`src/rtl/in_out_register_pkg.sv`:
```
// Shared constants and types for processor-visible registers.
//   DATA_W        : default data bus width
//   data_t        : one data-bus word
//   OUT_RESET_VAL : default reset value for output latches
package in_out_register_pkg;

  localparam int unsigned DATA_W = 8;

  typedef logic [DATA_W-1:0] data_t;

  localparam data_t OUT_RESET_VAL = '0;

endpackage : in_out_register_pkg

```
`src/rtl/in_out_register_sync_chain.sv`:
```
// WIDTH x STAGES flop chain for bringing asynchronous inputs into clk.
//   clk  : system clock
//   rst  : synchronous active-high reset, clears every stage
//   d_i  : asynchronous input word
//   q_o  : last stage of the chain (d_i directly when STAGES == 0)
module in_out_register_sync_chain #(
  parameter int unsigned WIDTH  = 8,
  parameter int unsigned STAGES = 2
) (
  input  logic             clk,
  input  logic             rst,
  input  logic [WIDTH-1:0] d_i,
  output logic [WIDTH-1:0] q_o
);

  if (STAGES == 0) begin : g_bypass
    // Pure pass-through; clock and reset have no role here.
    logic unused_clk_rst;
    assign unused_clk_rst = clk ^ rst;
    assign q_o = d_i;
  end else begin : g_chain
    logic [WIDTH-1:0] stage_q [STAGES];

    // Shift chain: stage 0 samples the pins, each later stage follows the previous one.
    always_ff @(posedge clk) begin
      if (rst) begin
        for (int i = 0; i < int'(STAGES); i++) begin
          stage_q[i] <= '0;
        end
      end else begin
        stage_q[0] <= d_i;
        for (int i = 1; i < int'(STAGES); i++) begin
          stage_q[i] <= stage_q[i-1];
        end
      end
    end

    assign q_o = stage_q[STAGES-1];
  end

endmodule : in_out_register_sync_chain

```
`src/rtl/in_out_register.sv`:
```
// 8-bit processor I/O port: a writable output latch and a synchronized input.
//   clk     : system clock, rising edge
//   rst     : synchronous active-high reset
//   WEinOut : processor write enable for the output latch
//   dataIn  : processor data bus value to latch onto OUT
//   dataOut : synchronized IN value returned to the processor
//   IN      : external input pins, asynchronous to clk
//   OUT     : external output pins, straight from the latch register
module in_out_register
  import in_out_register_pkg::*;
#(
  parameter int unsigned      WIDTH       = DATA_W,
  parameter int unsigned      SYNC_STAGES = 2,
  parameter logic [WIDTH-1:0] OUT_RESET   = WIDTH'(OUT_RESET_VAL)
) (
  input  logic             clk,
  input  logic             rst,
  input  logic             WEinOut,
  input  logic [WIDTH-1:0] dataIn,
  output logic [WIDTH-1:0] dataOut,
  input  logic [WIDTH-1:0] IN,
  output logic [WIDTH-1:0] OUT
);

  logic [WIDTH-1:0] out_q;
  logic [WIDTH-1:0] out_d;

  // Output latch next-state: load on write enable, otherwise hold.
  always_comb begin
    out_d = out_q;
    if (WEinOut) begin
      out_d = dataIn;
    end
  end

  // Output latch register; reset takes priority over a write.
  always_ff @(posedge clk) begin
    if (rst) begin
      out_q <= OUT_RESET;
    end else begin
      out_q <= out_d;
    end
  end

  assign OUT = out_q;

  // Input path is fully independent of the latch and of WEinOut.
  in_out_register_sync_chain #(
    .WIDTH  (WIDTH),
    .STAGES (SYNC_STAGES)
  ) u_sync (
    .clk (clk),
    .rst (rst),
    .d_i (IN),
    .q_o (dataOut)
  );

endmodule : in_out_register

```
`config.mk`:
```
export PLATFORM = sky130hd
export DESIGN_NAME = in_out_register
export DESIGN_NICKNAME = d
export VERILOG_FILES = /design/src/rtl/in_out_register_pkg.sv /design/src/rtl/in_out_register_sync_chain.sv /design/src/rtl/in_out_register.sv
export SDC_FILE = /design/constraint.sdc
export NUM_CORES = 1
export LEC_CHECK = 0
export ABC_CLOCK_PERIOD_IN_PS = 800
export BUFFER_PORTS_ARGS = -buffer_cell sky130_fd_sc_hd__buf_4
export CAP_MARGIN = 5
export CORE_MARGIN = 5
export CORE_UTILIZATION = 39
export DETAILED_ROUTE_END_ITERATION = 7
export HOLD_SLACK_MARGIN = 0.06
export PLACE_DENSITY = 0.71
export SKIP_CTS_REPAIR_TIMING = 1
export SKIP_LAST_GASP = 1
export SLEW_MARGIN = 20
export SYNTH_ARGS = -nofsm -noshare
export SYNTH_HDL_FRONTEND = slang
export SYNTH_SLANG_ARGS = --single-unit
```
`constraint.sdc`:
```
create_clock -name clk -period 0.8 [get_ports clk]
set_clock_uncertainty 0.15 [all_clocks]
set_input_delay 0.12 -clock clk [delete_from_list [all_inputs] [get_ports clk]]
set_output_delay 0.12 -clock clk [all_outputs]
set_load 0.03 [all_outputs]
```
# After elaboration in Yosys (flattened, before gate mapping)
# Memory sizes are Yosys's and may differ from the RTL's.
# Cells that the tools add are included.
op_classes:
  n_mux: 5
  n_bitwise: 2
op_table:
  columns: ["cell", "n"]
  rows:
  - ["2-to-1 mux 8 bit", 2]
  - ["2-to-1 mux 1 bit", 3]
  - ["bitwise OR 1 bit", 2]
word_totals:
  reg_bits: 8
  ramBits: 16
  input_bits: 19
  mem_count: 1
mem_list:
  columns: ["name", "words", "width", "rd", "rd_ports_with_merged_regs", "wr", "line", "text"]
  rows:
  - ["u_sync.g_chain.stage_q", 2, 8, 2, 0, 2, "in_out_register_sync_chain.sv:22", "logic [WIDTH-1:0] stage_q [STAGES];"]

# Logic depth before layout (Yosys ltp)
# Gate-level depths: netlist of the first run.
depth:
  ltp_word: 3
  ltp_mapped: 3

# Hierarchy
# Synthesis of the first run repeated with hierarchy kept, for this count alone.
unflattened:
  cells_unflattened: 67
  area_unflattened_um2: 809.5
by_module_without_submodules:
  columns: ["mod", "n_inst", "cells_per_inst", "area_each_um2"]
  rows:
  - ["in_out_register_sync_chain", 1, 41, 524.3]
  - ["in_out_register", 1, 26, 285.3]

# Worst setup path after synthesis of the first run
# No wires, ideal clock.
synth_path:
  path_kind: "reg2reg"
  start: "register OUT[0] (netlist name)"
  end: "register out_q[0] (netlist: OUT[0])"
  setup_ns: 0.065
  arrival_ns: 0.665
  required_ns: 0.585
  slack_ns: -0.079
  path_stages_with_launch: 3
  n_path_buf: 0
  period_less_slack_ns: 0.879
  cell_sequence: "dfxtp_1 > mux2i_1 > nor2_1"
synth_lines:
  columns: ["element", "line", "text"]
  rows:
  - ["to (signal assigned)", "in_out_register.sv:41", "out_q <= out_d;"]
  - ["to (decl)", "in_out_register.sv:25", "logic [WIDTH-1:0] out_q;"]

# Worst setup path in the final report of the first run
layout_path:
  start: "register out_q[0] (netlist: OUT[0])"
  end: "output OUT[0]"
layout_lines:
  columns: ["element", "line", "text"]
  rows:
  - ["to (decl)", "in_out_register.sv:22", "output logic [WIDTH-1:0] OUT"]
# No word-level cell between the ends.

==> impl_metrics.toml, run 1 <==
[worst_setup_path]
crit_buf_inv = 1
reg2regPathDepth = 3
crit_required_ps = 530
start_kind = "flip-flop"
cp-endpoint = "OUT[0]"
path_cells = "buf_6"
crit_fanout = 2
critPathSlowestCell = "dfxtp_2"
cp_slowest_stage_delay_ps = 360
worstSetupPathDepth = 1
worstSetupStartpoint = "OUT[0]"
crit_family = "flip-flops"
regToRegStartpoint = "OUT[5]"
critical_path_class = "flip-flop to output pin"
critPathCaptureType = "output pin"
arrival_ps = 770
reg2reg_to = "OUT[5]"
r2r_slack_ps = -110

[synth]
synth_top_family_by_area = "simple AND/OR/NAND/NOR gates"
ys_top_cells_by_count = "24 x dfxtp_1, 16 x nor2b_1, 10 x buf_4, 8 x mux2i_1, 8 x nor2_1"
synth_mux_area_share_pct = 10.31
synth_top_cell_by_area = "dfxtp_1"
synth_nets = 86
synth.avg_cell_area_sq_um = 11.60
ys_types = 6
synth_cells = 67
synth-simple-area-share_pct = 16.75
synth_seq_cells = 24
synthArstFlopShare_pct = 0
synthFlopType = "dfxtp_1"
synthesis.area_sq_um = 777.0
synth_area_leaders = "dfxtp_1 62%, nor2b_1 13%, mux2i_1 10%, buf_4 9.7%, nor2_1 3.9%"
synth_compound_area_share_pct = 0
seq_area_frac_synth_pct = 61.84
synth_adder_area_share_pct = 0
synthXorXnorAreaFrac_pct = 0
synth-edff-count = 0
synthMostInstantiatedCell = "dfxtp_1"
synth_top_cell_area_share_pct = 61.84
yosysWarnings = 0

[die]
die_h_microns = 54.64
die_area_sq_um = 2985
rows = 16
core-area_sq_um = 1922
die_w_microns = 54.64
start_util_pct = 40.43
io_pins = 35

[clocking]
cts_max_level = 1
clockBufferDepth = 2
clock_latency_ps = 280
cts_buffers = 3
cts_root_buffer = "clkbuf_4"
numClockSinks = 24
clkTransAtPathRegs_ps = 110
cts_tree = "done"

[sta]
rsz0062_at_grt = "true"
setup_viol = 17
fin_crit_ps = 1041
fin_tns_setup_ps = -3683
fin_crit_sh_pct = 130.1
slew_headroom_pct = 85.14
finalMaxSlewViolations = 0
fin_ws_ps = -241.1
hold_viol = 16
clock.fmax_mhz = 960.5
holdWs_ps = -118.3
tightest_slew_ps = 222.9

[global_route]
grt_util_met1_pct = 11.22
overflow = 0
grtUsageMet3_pct = 2.180
grt_pass1_vias = 475
grt.busiest_layer = "met2"
use_met2_pct = 15.35
grtUsageTotal_pct = 9.370
grt_max_degree = 25
antenna_found_initial = 0
grt_pass1_wl_mm = 2.021

[power]
powerDensity_nw_per_um2 = 1898
p_clk_share_pct = 22.1
p_leak_nw = 0.5049
seqPwrFrac_pct = 62.4
p_comb_share_pct = 15.6
power.switching_uw = 458.3
ir_worst_vdd_mv = 0.8981
power_mw = 2.069
switching_share_pct = 22.16
power.internal_mw = 1.610

[routing]
drc = 0
via_count = 479
wire_per_inst_microns = 10.15
viasPerCell = 3.959
first_iter_violations = 0
dr.pass1.iters = 1
antenna_left = 0
drt_wl_total_mm = 1.228

[finish]
drive_gt1_share_pct = 57.45
regArea_sq_um = 500.5
multiInputGateArea_sq_um = 210.2
final_cells = 121
design_area_sq_um = 1090
fillers = 187
nets = 115
area_delta_synth_final_pct = 40.26
antenna_cells = 0

[place]
place_inst = 117
numPortBuffers = 34
placed_area_sq_um = 989.7
gp_congestion = 0.6265

[status]
status = "finished with violations"
violations = "hold timing, setup timing"

[run]
cap_violations = 0

[worst_hold_path]
hold_depth = 2
hold_path_class = "input pin to flip-flop"
==> sequential cells by signal, summed over array words and instances (netlist names) <==
signal / count
OUT: 8
u_sync.g_chain.stage_q: 16
==> power by group through the flow <==
stage | Combinational [mW] | Sequential (mW) | Clock (mW)
3_3_place_gp | 0.293 | 1.31 | 0
6_report | 0.322 | 1.29 | 0.456
4_1_cts | 0.298 | 1.28 | 0.484
3_5_place_dp | 0.298 | 1.31 | 0
5_1_grt | 0.345 | 1.30 | 0.541
2_1_floorplan | 0.142 | 1.35 | 0
==> placed cells by master (no fill, tap or decap) <==
master | netlist | final
mux2i_1 | 8 | 8
clkbuf_4 | 0 | 3
buf_6 | 1 | 16
nor2_1 | 8 | 8
nor2b_1 | 16 | 16
buf_4 | 10 | 19
dfxtp_2 | 0 | 16
dfxtp_1 | 24 | 8
==> worst min-delay path by stage <==
| stage | endpoint | from | slack, ps |
|---|---|---|---|
| 2_1_floorplan | u_sync.g_chain.stage_q[0][0] | rst | 40 |
| 3_3_place_gp | u_sync.g_chain.stage_q[0][7] | IN[7] | 180 |
| 3_5_place_dp | u_sync.g_chain.stage_q[0][7] | IN[7] | 190 |
| 4_1_cts | u_sync.g_chain.stage_q[0][7] | IN[7] | -130 |
| 5_1_grt | u_sync.g_chain.stage_q[0][0] | IN[0] | -130 |
| 6_report | u_sync.g_chain.stage_q[0][7] | IN[7] | -120 |
==> metrics by stage <==
stage | hold WS, ps | utilization (%) | setup WS (ps)
2_1_floorplan | 41.61 | - | 12.94
3_3_place_gp | 178.6 | 51.50 | -14.10
3_5_place_dp | 186.1 | 51.50 | -49.78
4_1_cts | -126.0 | 52.67 | -272.6
5_1_grt | -131.7 | 56.71 | -283.7
6_report | -118.3 | 56.71 | -241.1
==> routing by layer <==
metal,wire [microns],up-vias
li1,-,253
met1,482,211
met2,672,13
met3,53,2
met4,19,0
met5,0,-
==> kinds of logic after synthesis <==
kind of cell | Yosys count
flops | 24
simple gates | 24
buf+inv | 11
mux | 8
==> area by class of cell <==
| cell class | instances | share of cell area (%) |
|---|---|---|
| clock buffer | 3 | 2.067 |
| multi-input combinational | 32 | 19.29 |
| sequential | 24 | 45.92 |
| tap | 27 | 3.100 |
| timing repair buffer | 35 | 29.62 |
Note: power is estimated with default switching activity, not from simulation.
==> inputs of run 2 (changes only) <==
==> constraint.sdc (replaced) <==
create_clock -name clk -period 0.8 [get_ports clk]
set_clock_uncertainty 0.15 [all_clocks]
set_input_delay 0.12 -clock clk [delete_from_list [all_inputs] [get_ports clk]]
set_output_delay 0.12 -clock clk [all_outputs]
set_load 0.02 [all_outputs]
==> impl_metrics.toml, run 2 (synthesized netlist as in run 1, its figures left out) <==
[worst_setup_path]
arrival_ps = 780
crit_fanout = 2
crit_buf_inv = 1
start_kind = "flip-flop"
cp_slowest_stage_delay_ps = 360
path_cells = "buf_6"
crit_required_ps = 530
critical_path_class = "flip-flop to output pin"
regToRegStartpoint = "OUT[3]"
crit_family = "flip-flops"
critPathSlowestCell = "dfxtp_2"
critPathCaptureType = "output pin"
worstSetupStartpoint = "OUT[3]"

[die]
rows = 16
io_pins = 35
core-area_sq_um = 1922
die_h_microns = 54.64
die_area_sq_um = 2985
start_util_pct = 40.43
die_w_microns = 54.64

[power]
power_mw = 2.438
p_leak_nw = 0.5191
ir_worst_vdd_mv = 1.228
powerDensity_nw_per_um2 = 2178

[global_route]
grt_pass1_wl_mm = 1.952
grt.busiest_layer = "met2"
grt_util_met1_pct = 10.52
grtUsageMet3_pct = 1.090
grtUsageTotal_pct = 9.529
overflow = 0
antenna_found_initial = 0
use_met2_pct = 16.34
grt_pass1_vias = 441
grt_max_degree = 25

[place]
hpwl_microns = 983.5
numPortBuffers = 34
place_inst = 117
gp_congestion = 0.6075

[status]
status = "finished with violations"
violations = "hold timing, setup timing"

[routing]
drt_wl_total_mm = 1.447
antenna_left = 0
drc = 0
first_iter_violations = 4
dr.pass1.iters = 2
via_count = 486
wire_per_inst_microns = 11.86
viasPerCell = 3.984

[sta]
holdWs_ps = -142.8
fin_crit_sh_pct = 131.5
fin_tns_setup_ps = -3997
tightest_slew_ps = 232.0
hold_viol = 24
fin_crit_ps = 1052
clock.fmax_mhz = 950.3
finalMaxSlewViolations = 0
slew_headroom_pct = 84.54
setup_viol = 19
fin_ws_ps = -252.3
rsz0062_at_grt = "true"

[worst_hold_path]
hp-start = "IN[0]"
hold_path_class = "input pin to flip-flop"

[finish]
final_cells = 122
antenna_cells = 0
final_common_cell = "buf_4"
fillers = 185
largest_reg_flops = 16
nets = 115
top_register = "u_sync.g_chain.stage_q"
drive_gt1_share_pct = 57.89
layout_common_cells = "19 x buf_4, 16 x dfxtp_2, 16 x nor2b_1, 16 x buf_6"
area_delta_synth_final_pct = 44.12

[clocking]
cts_tree = "done"
numClockSinks = 24
clockBufferDepth = 2
clkTransAtPathRegs_ps = 130
cts_buffers = 3
clock_latency_ps = 310
cts_max_level = 1
cts_root_buffer = "clkbuf_4"

[run]
cap_violations = 0
==> run 2: cell count changes in the layout (fill, tap and decap cells not counted) <==
cell       previous run  this run
bufinv_16             0         1
==> run 2: area by class of cell <==
cell class	count	area (sq um)	area share (%)
sequential	24	500.5	44.69
tap	27	33.78	3.017
timing repair buffer	35	322.8	28.83
clock inverter	1	30.03	2.682
multi-input combinational	32	210.2	18.77
clock buffer	3	22.52	2.011
==> run 2: worst reg2reg max path, cell delays in order, from the launching register on <==
cell and delay [ps]:
dfxtp_2 350, buf_4 120, mux2i_1 130, nor2_1 60
==> run 2: stage by stage <==
step	instance area (sq um)	util, %	hold WS [ps]	setup WS [ps]
3_5_place_dp	979.7	50.98	184.6	-35.49
5_1_grt	1120	58.27	-144.5	-291.6
4_1_cts	1032	53.71	-148.5	-299.1
2_1_floorplan	777.0	-	41.61	4.642
6_report	1120	58.27	-142.8	-252.3
3_3_place_gp	979.7	50.98	178.5	-9.921
==> run 2: final timing paths <==
| path | cells after the start | to | slack, ps |
|---|---|---|---|
| setup / recovery | 1 | OUT[3] | -250 |
| hold / removal | 2 | u_sync.g_chain.stage_q[0][0] | -140 |
| setup reg to reg | 3 | OUT[3] | -110 |
| hold reg to reg | 1 | u_sync.g_chain.stage_q[0][13] | 290 |
==> run 2: power breakdown <==
part / switching, mW / internal (mW)
Clock: 0.345 / 0.506
Sequential: 0.0275 / 1.26
Combinational: 0.125 / 0.172
Total: 0.497 / 1.94
==> run 2: metal layers <==
metal	vias up	part of all wire, %
li1	254	-
met1	216	36
met2	14	58
met3	2	5.1
met4	0	1.3
met5	-	0
